## src/rtl/cpri_pkg_arbiter_if.sv

```systemverilog
// Handshake bundle between the PRB packet sources and the CPRI write path.
// Source side: i_req/i_vld/i_data/i_last in, o_gnt back; sink side: o_* beat stream, PRB index, error pulses.
interface cpri_pkg_arbiter_if #(
    parameter int NUM_CH = 4,
    parameter int DW     = 14,
    parameter int CH_W   = 2
);
    logic [NUM_CH-1:0]    i_req;
    logic [NUM_CH-1:0]    o_gnt;
    logic [NUM_CH-1:0]    i_vld;
    logic [NUM_CH*DW-1:0] i_data;
    logic [NUM_CH-1:0]    i_last;
    logic                 o_vld;
    logic                 o_sop;
    logic                 o_eop;
    logic [CH_W-1:0]      o_ch;
    logic [DW-1:0]        o_data;
    logic [8:0]           o_prb_cnt;
    logic                 o_err_short;
    logic                 o_err_long;

    modport master (
        output i_req, i_vld, i_data, i_last,
        input  o_gnt, o_vld, o_sop, o_eop, o_ch, o_data,
        input  o_prb_cnt, o_err_short, o_err_long
    );

    modport slave (
        input  i_req, i_vld, i_data, i_last,
        output o_gnt, o_vld, o_sop, o_eop, o_ch, o_data,
        output o_prb_cnt, o_err_short, o_err_long
    );
endinterface

```

## src/rtl/cpri_pkg_arbiter.sv

```systemverilog
// Round-robin PRB burst scheduler sharing one CPRI write path among NUM_CH sources.
// Ports: i_clk, i_reset (sync, active high), i_hfp (half-frame restart), bus (slave side of cpri_pkg_arbiter_if).
module cpri_pkg_arbiter #(
    parameter int NUM_CH  = 4,
    parameter int CH_W    = 2,
    parameter int DW      = 14,
    parameter int PRB_RE  = 12,
    parameter int NUM_PRB = 132
) (
    input  logic              i_clk,
    input  logic              i_reset,
    input  logic              i_hfp,
    cpri_pkg_arbiter_if.slave bus
);
    localparam int BW = $clog2(PRB_RE);

    typedef enum logic {IDLE, XFER} state_t;

    state_t            state;
    logic [CH_W-1:0]   rr_ptr;
    logic [CH_W-1:0]   cur;
    logic [CH_W-1:0]   pick;
    logic [CH_W-1:0]   idx;
    logic [BW-1:0]     beat;
    logic [NUM_CH-1:0] gnt;
    logic              vld;
    logic              sop;
    logic              eop;
    logic              err_s;
    logic              err_l;
    logic [CH_W-1:0]   ch;
    logic [DW-1:0]     data;
    logic [8:0]        prb;

    logic              any_req;
    logic              s_vld;
    logic              s_last;
    logic [DW-1:0]     s_data;
    logic              last_beat;
    logic              burst_end;

    // Scan downwards so the lowest offset from rr_ptr wins.
    always_comb begin
        pick = rr_ptr;
        idx  = '0;
        for (int i = NUM_CH - 1; i >= 0; i--) begin
            idx = CH_W'((int'(rr_ptr) + i) % NUM_CH);
            if (bus.i_req[idx]) pick = idx;
        end
    end

    assign any_req   = |bus.i_req;
    assign s_vld     = bus.i_vld[cur];
    assign s_last    = bus.i_last[cur];
    assign s_data    = bus.i_data[int'(cur) * DW +: DW];
    assign last_beat = (beat == BW'(PRB_RE - 1));
    assign burst_end = s_vld && (last_beat || s_last);

    always_ff @(posedge i_clk) begin
        if (i_reset) begin
            state  <= IDLE;
            rr_ptr <= '0;
            cur    <= '0;
            beat   <= '0;
            gnt    <= '0;
            vld    <= 1'b0;
            sop    <= 1'b0;
            eop    <= 1'b0;
            err_s  <= 1'b0;
            err_l  <= 1'b0;
            ch     <= '0;
            data   <= '0;
            prb    <= '0;
        end else if (i_hfp) begin
            // Abort without eop/error; o_ch/o_data keep last value.
            state  <= IDLE;
            rr_ptr <= '0;
            beat   <= '0;
            gnt    <= '0;
            vld    <= 1'b0;
            sop    <= 1'b0;
            eop    <= 1'b0;
            err_s  <= 1'b0;
            err_l  <= 1'b0;
            prb    <= '0;
        end else begin
            vld   <= 1'b0;
            sop   <= 1'b0;
            eop   <= 1'b0;
            err_s <= 1'b0;
            err_l <= 1'b0;
            unique case (state)
                IDLE: begin
                    if (any_req) begin
                        cur   <= pick;
                        gnt   <= NUM_CH'(1) << pick;
                        state <= XFER;
                    end
                end
                XFER: begin
                    if (s_vld) begin
                        vld   <= 1'b1;
                        ch    <= cur;
                        data  <= s_data;
                        sop   <= (beat == '0);
                        eop   <= last_beat || s_last;
                        err_s <= s_last && !last_beat;
                        err_l <= last_beat && !s_last;
                        if (burst_end) begin
                            state  <= IDLE;
                            gnt    <= '0;
                            beat   <= '0;
                            rr_ptr <= (cur == CH_W'(NUM_CH - 1)) ?
                                      '0 : cur + CH_W'(1);
                            prb    <= (prb == 9'(NUM_PRB - 1)) ?
                                      '0 : prb + 9'd1;
                        end else begin
                            beat <= beat + BW'(1);
                        end
                    end
                end
                default: state <= IDLE;
            endcase
        end
    end

    assign bus.o_gnt       = gnt;
    assign bus.o_vld       = vld;
    assign bus.o_sop       = sop;
    assign bus.o_eop       = eop;
    assign bus.o_ch        = ch;
    assign bus.o_data      = data;
    assign bus.o_prb_cnt   = prb;
    assign bus.o_err_short = err_s;
    assign bus.o_err_long  = err_l;
endmodule

```

## src/flat_wrapper.sv

```systemverilog
// flat-port wrapper written by rule: the top's interface ports become plain ports
module cpri_pkg_arbiter_flat 
#(
    parameter int NUM_CH  = 4,
    parameter int CH_W    = 2,
    parameter int DW      = 14,
    parameter int PRB_RE  = 12,
    parameter int NUM_PRB = 132
)
  (i_clk, i_reset, i_hfp, bus_i_req, bus_i_vld, bus_i_data, bus_i_last, bus_o_gnt, bus_o_vld, bus_o_sop, bus_o_eop, bus_o_ch, bus_o_data, bus_o_prb_cnt, bus_o_err_short, bus_o_err_long);
  cpri_pkg_arbiter_if #(.NUM_CH(NUM_CH), .DW(DW), .CH_W(CH_W)) bus_i ();
  input  logic i_clk;
  input  logic i_reset;
  input  logic i_hfp;
  input wire logic [$bits(bus_i.i_req)-1:0] bus_i_req;
  input wire logic [$bits(bus_i.i_vld)-1:0] bus_i_vld;
  input wire logic [$bits(bus_i.i_data)-1:0] bus_i_data;
  input wire logic [$bits(bus_i.i_last)-1:0] bus_i_last;
  output wire logic [$bits(bus_i.o_gnt)-1:0] bus_o_gnt;
  output wire logic [$bits(bus_i.o_vld)-1:0] bus_o_vld;
  output wire logic [$bits(bus_i.o_sop)-1:0] bus_o_sop;
  output wire logic [$bits(bus_i.o_eop)-1:0] bus_o_eop;
  output wire logic [$bits(bus_i.o_ch)-1:0] bus_o_ch;
  output wire logic [$bits(bus_i.o_data)-1:0] bus_o_data;
  output wire logic [$bits(bus_i.o_prb_cnt)-1:0] bus_o_prb_cnt;
  output wire logic [$bits(bus_i.o_err_short)-1:0] bus_o_err_short;
  output wire logic [$bits(bus_i.o_err_long)-1:0] bus_o_err_long;
  assign bus_i.i_req = bus_i_req;
  assign bus_i.i_vld = bus_i_vld;
  assign bus_i.i_data = bus_i_data;
  assign bus_i.i_last = bus_i_last;
  assign bus_o_gnt = bus_i.o_gnt;
  assign bus_o_vld = bus_i.o_vld;
  assign bus_o_sop = bus_i.o_sop;
  assign bus_o_eop = bus_i.o_eop;
  assign bus_o_ch = bus_i.o_ch;
  assign bus_o_data = bus_i.o_data;
  assign bus_o_prb_cnt = bus_i.o_prb_cnt;
  assign bus_o_err_short = bus_i.o_err_short;
  assign bus_o_err_long = bus_i.o_err_long;
  cpri_pkg_arbiter #(.NUM_CH(NUM_CH), .CH_W(CH_W), .DW(DW), .PRB_RE(PRB_RE), .NUM_PRB(NUM_PRB)) u_core (.i_clk(i_clk), .i_reset(i_reset), .i_hfp(i_hfp), .bus(bus_i));
endmodule
```

## config.mk

```make
export PLATFORM = sky130hd
export DESIGN_NAME = cpri_pkg_arbiter_flat
export DESIGN_NICKNAME = d
export VERILOG_FILES = /design/src/rtl/cpri_pkg_arbiter_if.sv /design/src/rtl/cpri_pkg_arbiter.sv /design/src/flat_wrapper.sv
export SDC_FILE = /design/constraint.sdc
export NUM_CORES = 1
export LEC_CHECK = 0
export ABC_AREA = 1
export BUFFER_PORTS_ARGS = -buffer_cell sky130_fd_sc_hd__clkbuf_2
export CORE_MARGIN = 3
export CORE_UTILIZATION = 45
export DETAILED_ROUTE_END_ITERATION = 8
export GPL_ROUTABILITY_DRIVEN = 0
export PLACE_DENSITY = 0.76
export SETUP_SLACK_MARGIN = 0.02
export SYNTH_ARGS = -nofsm -noshare
export SYNTH_HDL_FRONTEND = slang
export SYNTH_SLANG_ARGS = --single-unit
```

## constraint.sdc

```tcl
create_clock -name i_clk -period 1.65 [get_ports i_clk]
set_input_delay 0.2475 -clock i_clk [delete_from_list [all_inputs] [get_ports i_clk]]
set_output_delay 0.2475 -clock i_clk [all_outputs]
set_load 0.02 [all_outputs]
```

==> results of run 1 <==
[worst register-to-register path, cell delays in order (launching register included)]
cell	delay, ns
dfxtp_2	0.40
clkinv_4	0.07
nor2_1	0.11
o21ai_1	0.10
nand2_2	0.09
nand2_4	0.09
nor2_4	0.24
buf_6	0.17
o21ai_0	0.09
nor2_1	0.11
[power by group through the flow]
| stage | sequential [mW] | clock (mW) | combinational [mW] |
|---|---|---|---|
| after floorplan | 1.14 | 0 | 0.273 |
| after global placement | 1.11 | 0 | 0.454 |
| after detailed placement | 1.11 | 0 | 0.464 |
| after CTS | 1.09 | 0.661 | 0.467 |
| after global routing | 1.10 | 0.702 | 0.556 |
| final | 1.09 | 0.647 | 0.488 |
[sequential cells by signal (all words and copies together) (netlist names)]
register                count
u_core.rr_ptr               2
u_core.bus.o_vld            1
u_core.bus.o_prb_cnt        9
u_core.cur                  2
u_core.bus.o_ch             2
u_core.beat                 4
u_core.bus.o_gnt            4
u_core.bus.o_err_short      1
u_core.bus.o_sop            1
u_core.bus.o_err_long       1
u_core.bus.o_data          14
u_core.bus.o_eop            1
u_core.state                1
[worst paths after layout]
check,startpoint,endpoint,slack [ns]
min reg2reg,u_core.bus.o_gnt[2],u_core.bus.o_gnt[2],0.47
min,i_reset,u_core.bus.o_prb_cnt[0],0.33
max,u_core.cur[1],u_core.bus.o_data[13],0.12
max reg2reg,u_core.cur[1],u_core.bus.o_data[13],0.12
[cell type report]
| type | count | area, um^2 | share of cell area (%) |
|---|---|---|---|
| clock buffer | 7 | 76.3 | 2.37 |
| clock inverter | 1 | 5.00 | 0.156 |
| multi-input combinational | 273 | 1380 | 42.9 |
| tap | 70 | 87.6 | 2.72 |
| inverter | 40 | 160 | 4.98 |
| sequential | 43 | 871 | 27.1 |
| timing repair buffer | 119 | 637 | 19.8 |
[placed cells by master (no fill, tap or decap), types with 2 or more instances in the layout]
| cell | instances |
|---|---|
| o21ai_2 | 2 |
| inv_4 | 2 |
| ha_1 | 4 |
| inv_1 | 34 |
| or2_0 | 3 |
| nand3_1 | 14 |
| xor2_1 | 5 |
| nor4_1 | 3 |
| clkbuf_2 | 104 |
| o21ai_0 | 48 |
| dfxtp_4 | 2 |
| nand2_2 | 4 |
| nor3_1 | 3 |
| clkbuf_8 | 5 |
| nand4_1 | 8 |
| o22ai_1 | 14 |
| inv_2 | 3 |
| o21ai_1 | 7 |
| nand2_1 | 58 |
| nor3b_2 | 2 |
| a21oi_1 | 14 |
| clkbuf_1 | 2 |
| buf_4 | 14 |
| dfxtp_2 | 2 |
| nor2_4 | 2 |
| dfxtp_1 | 39 |
| nor2_1 | 72 |
[metrics by stage]
stage	power [mW]	hold slack [ns]	instances	cell area, um^2	util, %
final	2.23	0.332	553	3220	61.8
after global routing	2.36	0.366	553	3220	61.8
after CTS	2.22	0.316	548	3130	60.2
after detailed placement	1.58	0.463	540	3050	58.6
after global placement	1.57	0.455	540	3050	58.6
after floorplan	1.41	0.441	372	2460	-
[kinds of logic after synthesis]
family | count (synthesis) | share of synthesized area (%)
flip-flops | 43 | 35.0
AND/OR/NAND/NOR | 176 | 32.1
AO/OA/AOI/OAI | 88 | 19.1
buffers and inverters | 56 | 9.98
XOR/XNOR | 5 | 1.78
adder cells (fa/ha/maj) | 4 | 2.04
[timing repair]
action | 4_1_cts | 5_1_grt
gates resized for setup | 1 | 17
endpoints found under the setup margin | 8 | 31
pin swaps | 0 | 1
cloned | 0 | 0
setup buffers | 0 | 5
[layer usage]
metal / global-route usage [%] / up-vias / share of wire [%] / wire length, um
met5: 0 / - / 0 / 0
met4: 6.93 / 0 / 1.9 / 129
met3: 5.19 / 12 / 6.6 / 451
met2: 40.5 / 84 / 50 / 3410
met1: 28.0 / 1272 / 42 / 2870
li1: - / 1446 / - / -
==> results.md, run 1 <==
- Status: completed
- Avg Vias per Cell: 5.09
- Sequential Power Share: 49.0%
- Worst slack at placement: ~0.029 ns
- # DRC: 0
- # IOs: 105
- Max cap viols: 0
- Clock Skews: 0.00381 ns
- Avg Inst Size Synth: 6.61 um^2
- Sw Share: 29.9%
- Pint: 1.56 mW
- Crit path capture type: flop
- Max transition margin: 71.2%
- Clock-pin slew on the worst setup and hold paths: 0.08 ns
- Unique masters post-synth: 32
- Clk sinks: 43
- Setup TNS: 0 ns
- Synth Net Count: roughly 450
- Synth area leaders: dfxtp_1 35%, nor2_1 11%, o21ai_0 10%
- Power density over the cells: between 600 and 700 nW/um^2
- EDFF count, synth: 0
- Leakage power figure: 1.61 nW
- Congestion Overflow GR: 0
- Stages on worst setup path: 9
- Die Width: approximately 80 um
- Reg2reg path depth: 9
- Drt pass-1 iters: 4
- Worst setup margin: 0.117 ns
- Most frequent CP cell: nor2_1
- Die footprint: roughly 6400 um^2
- Starting Density: 47.2%
- Clock latency on the worst-skew pair: 0.29 ns
- Root buffer cell: clkbuf_8
- Logic gate share of total power: 21.9%
- Ys flop type: dfxtp_1
- Largest area contributor in the netlist: dfxtp_1
- Diodes inserted: 0
- Clock power share: 29.0%
- Seq/Total Area, Yosys: 35.0%
- # setup viols final: 0
- DR WL/cell: 12.4 um
- Initial antenna violation count: 0
- Die span in y: 79.9 um
- Cell Area, Synth: 2460 um^2
- Fmax: 0.652 GHz
- Largest net degree at the start of global routing: 29
- FF+latch count, synth: 43
- Post-route ant nets: 0
- Core Area: around 5200 um^2
- Layout cells sized above 1: 31.5%
- Fillers: 510
- Slowest CP cell: dfxtp_2
- Worst Path Max Fanout: 9
- CP Buf/Inv Count: 2
- Async SR Flop Fraction: 0%
- Most common cell in the netlist: nor2_1
- Post-CTS Hold Buffers: 0
- Tmin final: around 1.5 ns
- Class of the worst hold path: input pin to flop
- Critical Path RT: around 1.9 ns
- Rows: 26
- Layout area overhead: 30.9%
- CP Class: flop to flop
- Delay-heaviest family, CP: simple AND/OR/NAND/NOR gates
- Commonest cells post-synth: 72 x nor2_1, 60 x nand2_1, 49 x o21ai_0
- I/O Buffers: ~100
- # H-tree levels: 2
- Final wirelength: 6860 um
- Hold Crit Depth: 4
- CTS buffer count: 5
- Synth warn: 0
- First-pass GRT wire length: 11900 um
- Tcrit/Tclk final: 92.9%
- Post-synth top area share: 35.0%
- Fin. max-slew vios: 0
- Psw: 0.666 mW
- Post-Syn Instances: around 370
- HPWL after detailed placement: 5300 um
- Clock Tree Buf Depth: 2
- Violation count after the first detailed-route iteration: 106
- Worst path cell trace: clkinv_4, nor2_1, o21ai_1, nand2_2, nand2_4, nor2_4, buf_6, o21ai_0, nor2_1
- Crit-path max cell delay: 0.40 ns
- Vias in the first global route: roughly 2800
- Worst VDD drop: 0.325 mV
- Hold Fails Final Rpt: 0
- Via Count: 2814
- Startpoint Class: flop
- CTS tree: built
- Crit path arrival time: roughly 1.8 ns
- Slew @ Worst Pin: 0.432 ns
- Total GRT Usage: 23.1%
- Final net count: 557
Note: power is estimated with default switching activity, not from simulation.
==> run 2, diff against run 1 <==
==> constraint.sdc (replaced) <==
create_clock -name i_clk -period 1.65 [get_ports i_clk]
set_input_delay 0.33 -clock i_clk [delete_from_list [all_inputs] [get_ports i_clk]]
set_output_delay 0.33 -clock i_clk [all_outputs]
set_load 0.02 [all_outputs]
==> run 2 against run 1 <==
Compared with the run above: utilization up 0.48 points; count of clock-buffer cells in the layout is 2 lower; largest cell class unchanged; power grew 7.6%; final cell count down 0.36%; clock skew rose by 0.0066 ns; sequential share of layout area shrank 0.13 points; global-route usage decreased by 1.3 points; via count shrank 0.43%; first-iteration DRC count decreased by 41%.
==> results.md, run 2 (same netlist as run 1, synthesis figures left out) <==
- Clock latency on the worst-skew pair: 0.30 ns (about the same)
- Clock power share: 34.3% (+5.3 points)
- Slowest CP cell: dfxtp_1
- Class of the worst hold path: input pin to flop
- Leakage power figure: 1.62 nW (+0.46%)
- Final Core Density: 62.3% (+0.48 points)
- Via Count: 2802 (-0.43%)
- # H-tree levels: 2 (unchanged)
- Critical Path RT: 1.89 ns (about the same)
- Total GRT Usage: 21.8% (-1.3 points)
- Layout cells sized above 1: 32.0% (+0.55 points)
- Tcrit/Tclk final: 89.4% (-3.5 points)
- Largest net degree at the start of global routing: 29 (unchanged)
- Most common cell after layout, fill and taps aside: clkbuf_2
- Congestion Overflow GR: 0 (unchanged)
- DR WL/cell: 12.1 um (-2.6%)
- Hold Fails Final Rpt: 0 (unchanged)
- Initial antenna violation count: 0 (unchanged)
- Clock-pin slew on the worst setup and hold paths: 0.09 ns (about the same)
- Status: completed
- CTS tree: built
- Root buffer cell: clkbuf_8
- Final wirelength: 6660 um (-2.9%)
- Startpoint Class: flop
- CTS buffer count: 5 (unchanged)
- HPWL after detailed placement: 5130 um (-3.3%)
- Drt pass-1 iters: 4 (unchanged)
- Crit path capture type: flop
- Sequential Power Share: 45.5% (-3.5 points)
- Fin. max-slew vios: 0 (unchanged)
- Pwr Total: 2.40 mW (+7.6%)
- Crit path arrival time: 1.71 ns (-0.06 ns)
- Worst slack at placement: 0.0155 ns (-0.0133 ns)
- CP Class: flop to flop
- Power density over the cells: 739 nW/um^2 (+6.7%)
- # DRC: 0 (unchanged)
- Slew @ Worst Pin: 0.444 ns (+0.0125 ns)
- Reg2reg path depth: 6 (-3)
- Fmax: 0.678 GHz (+3.9%)
- Post-route ant nets: 0 (unchanged)
- Vias in the first global route: 2691 (-2.5%)
- Starting Density: 47.2% (unchanged)
- Worst path cell trace: inv_1, nor3_4, nand4_1, xor2_1, or2_0, a21oi_1
- Rows: 26 (unchanged)
- I/O Buffers: 104 (unchanged)
- Most frequent cells in the layout: 104 x clkbuf_2, 72 x nor2_1, 57 x nand2_1
- Fin Hold WS: 0.401 ns (+0.0691 ns)
- Clk sinks: 43 (unchanged)
- Layout area overhead: 31.9%
- Max FFs per register: 14 (unchanged)
- Max transition margin: 70.3% (-0.84 points)
- Core Area: 5200 um^2 (unchanged)
- Clock Skews: 0.0104 ns (+0.00660 ns)
- Die footprint: 6380 um^2 (unchanged)
- First-pass GRT wire length: 11300 um (-4.9%)
- Crit-path max cell delay: 0.42 ns (+0.02 ns)
- Hold Crit Depth: 4 (unchanged)
- Fillers: 482 (-5.5%)
- RSZ-0062 raised after global routing: no
- Final net count: 555 (-0.36%)
- Worst Path Max Fanout: 5 (-4)
- Pint: 1.71 mW (+9.6%)
- Die span in y: 79.9 um (unchanged)
- Clock Tree Buf Depth: 2 (unchanged)
- Psw: 0.685 mW (+2.7%)
- # setup viols final: 0 (unchanged)
- Die Width: 79.9 um (unchanged)
- Max cap viols: 0 (unchanged)
- Sw Share: 28.6% (-1.3 points)
- Logic gate share of total power: 20.2% (-1.7 points)
- Tmin final: 1.48 ns (-0.0577 ns)
- Worst VDD drop: 0.465 mV (+43%)
- Diodes inserted: 0 (unchanged)
- Violation count after the first detailed-route iteration: 63 (-41%)
- Setup TNS: 0 ns (unchanged)
- # IOs: 105 (unchanged)
- Worst setup margin: 0.174 ns (+0.0577 ns)
- Avg Vias per Cell: 5.09 (about the same)
==> run 2: path summary, 6_finish.rpt <==
check	end	slack, ns	start
max	u_core.bus.o_prb_cnt[8]	0.17	u_core.bus.o_prb_cnt[2]
min	u_core.bus.o_vld	0.40	i_reset
max reg2reg	u_core.bus.o_prb_cnt[8]	0.17	u_core.bus.o_prb_cnt[2]
min reg2reg	u_core.bus.o_gnt[2]	0.47	u_core.bus.o_gnt[2]
==> run 2: area by class of cell <==
class / count / area, um^2 / area share [%]
multi-input cells: 273 / 1390 / 42.8
flip-flops and latches: 43 / 873 / 26.9
repair buffers: 117 / 622 / 19.2
inverters: 40 / 160 / 4.94
well taps: 70 / 87.6 / 2.70
clock buffers: 5 / 68.8 / 2.12
clock inverters: 3 / 43.8 / 1.35
==> run 2: timing repair <==
item | CTS | global route
resized for setup | 2 | 18
endpoints found under the setup margin | 7 | 35
setup buffers | 0 | 3
pin swaps | 0 | 1
hold buffers | 0 | 0
==> run 2: through the flow <==
stage	cells	instance area, um^2
after floorplan	372	2460
after global placement	540	3050
after detailed placement	540	3050
after CTS	548	3170
after global routing	551	3240
final	551	3240
==> run 2: power groups by stage <==
| stage | Sequential, mW | Clock [mW] | Combinational, mW |
|---|---|---|---|
| after floorplan | 1.14 | 0 | 0.273 |
| after global placement | 1.11 | 0 | 0.458 |
| after detailed placement | 1.11 | 0 | 0.465 |
| after CTS | 1.09 | 0.841 | 0.467 |
| after global routing | 1.10 | 0.890 | 0.547 |
| final | 1.09 | 0.822 | 0.483 |
==> run 2: metal layers <==
metal | vias up | track usage [%] | part of all wire (%) | wire length (um)
met2 | 92 | 39.4 | 50 | 3340
met4 | 0 | 6.76 | 0.69 | 46
met3 | 6 | 5.53 | 6.7 | 443
met1 | 1262 | 25.0 | 42 | 2830
li1 | 1442 | - | - | -
met5 | - | 0 | 0 | 0
==> run 2: critical path: cells and delay by family, from the launching register on <==
family          cells  cell delay (ns)
buf+inv             1             0.15
xor+xnor            1             0.15
simple gates        3             0.59
compound gates      1             0.11
flops               1             0.42
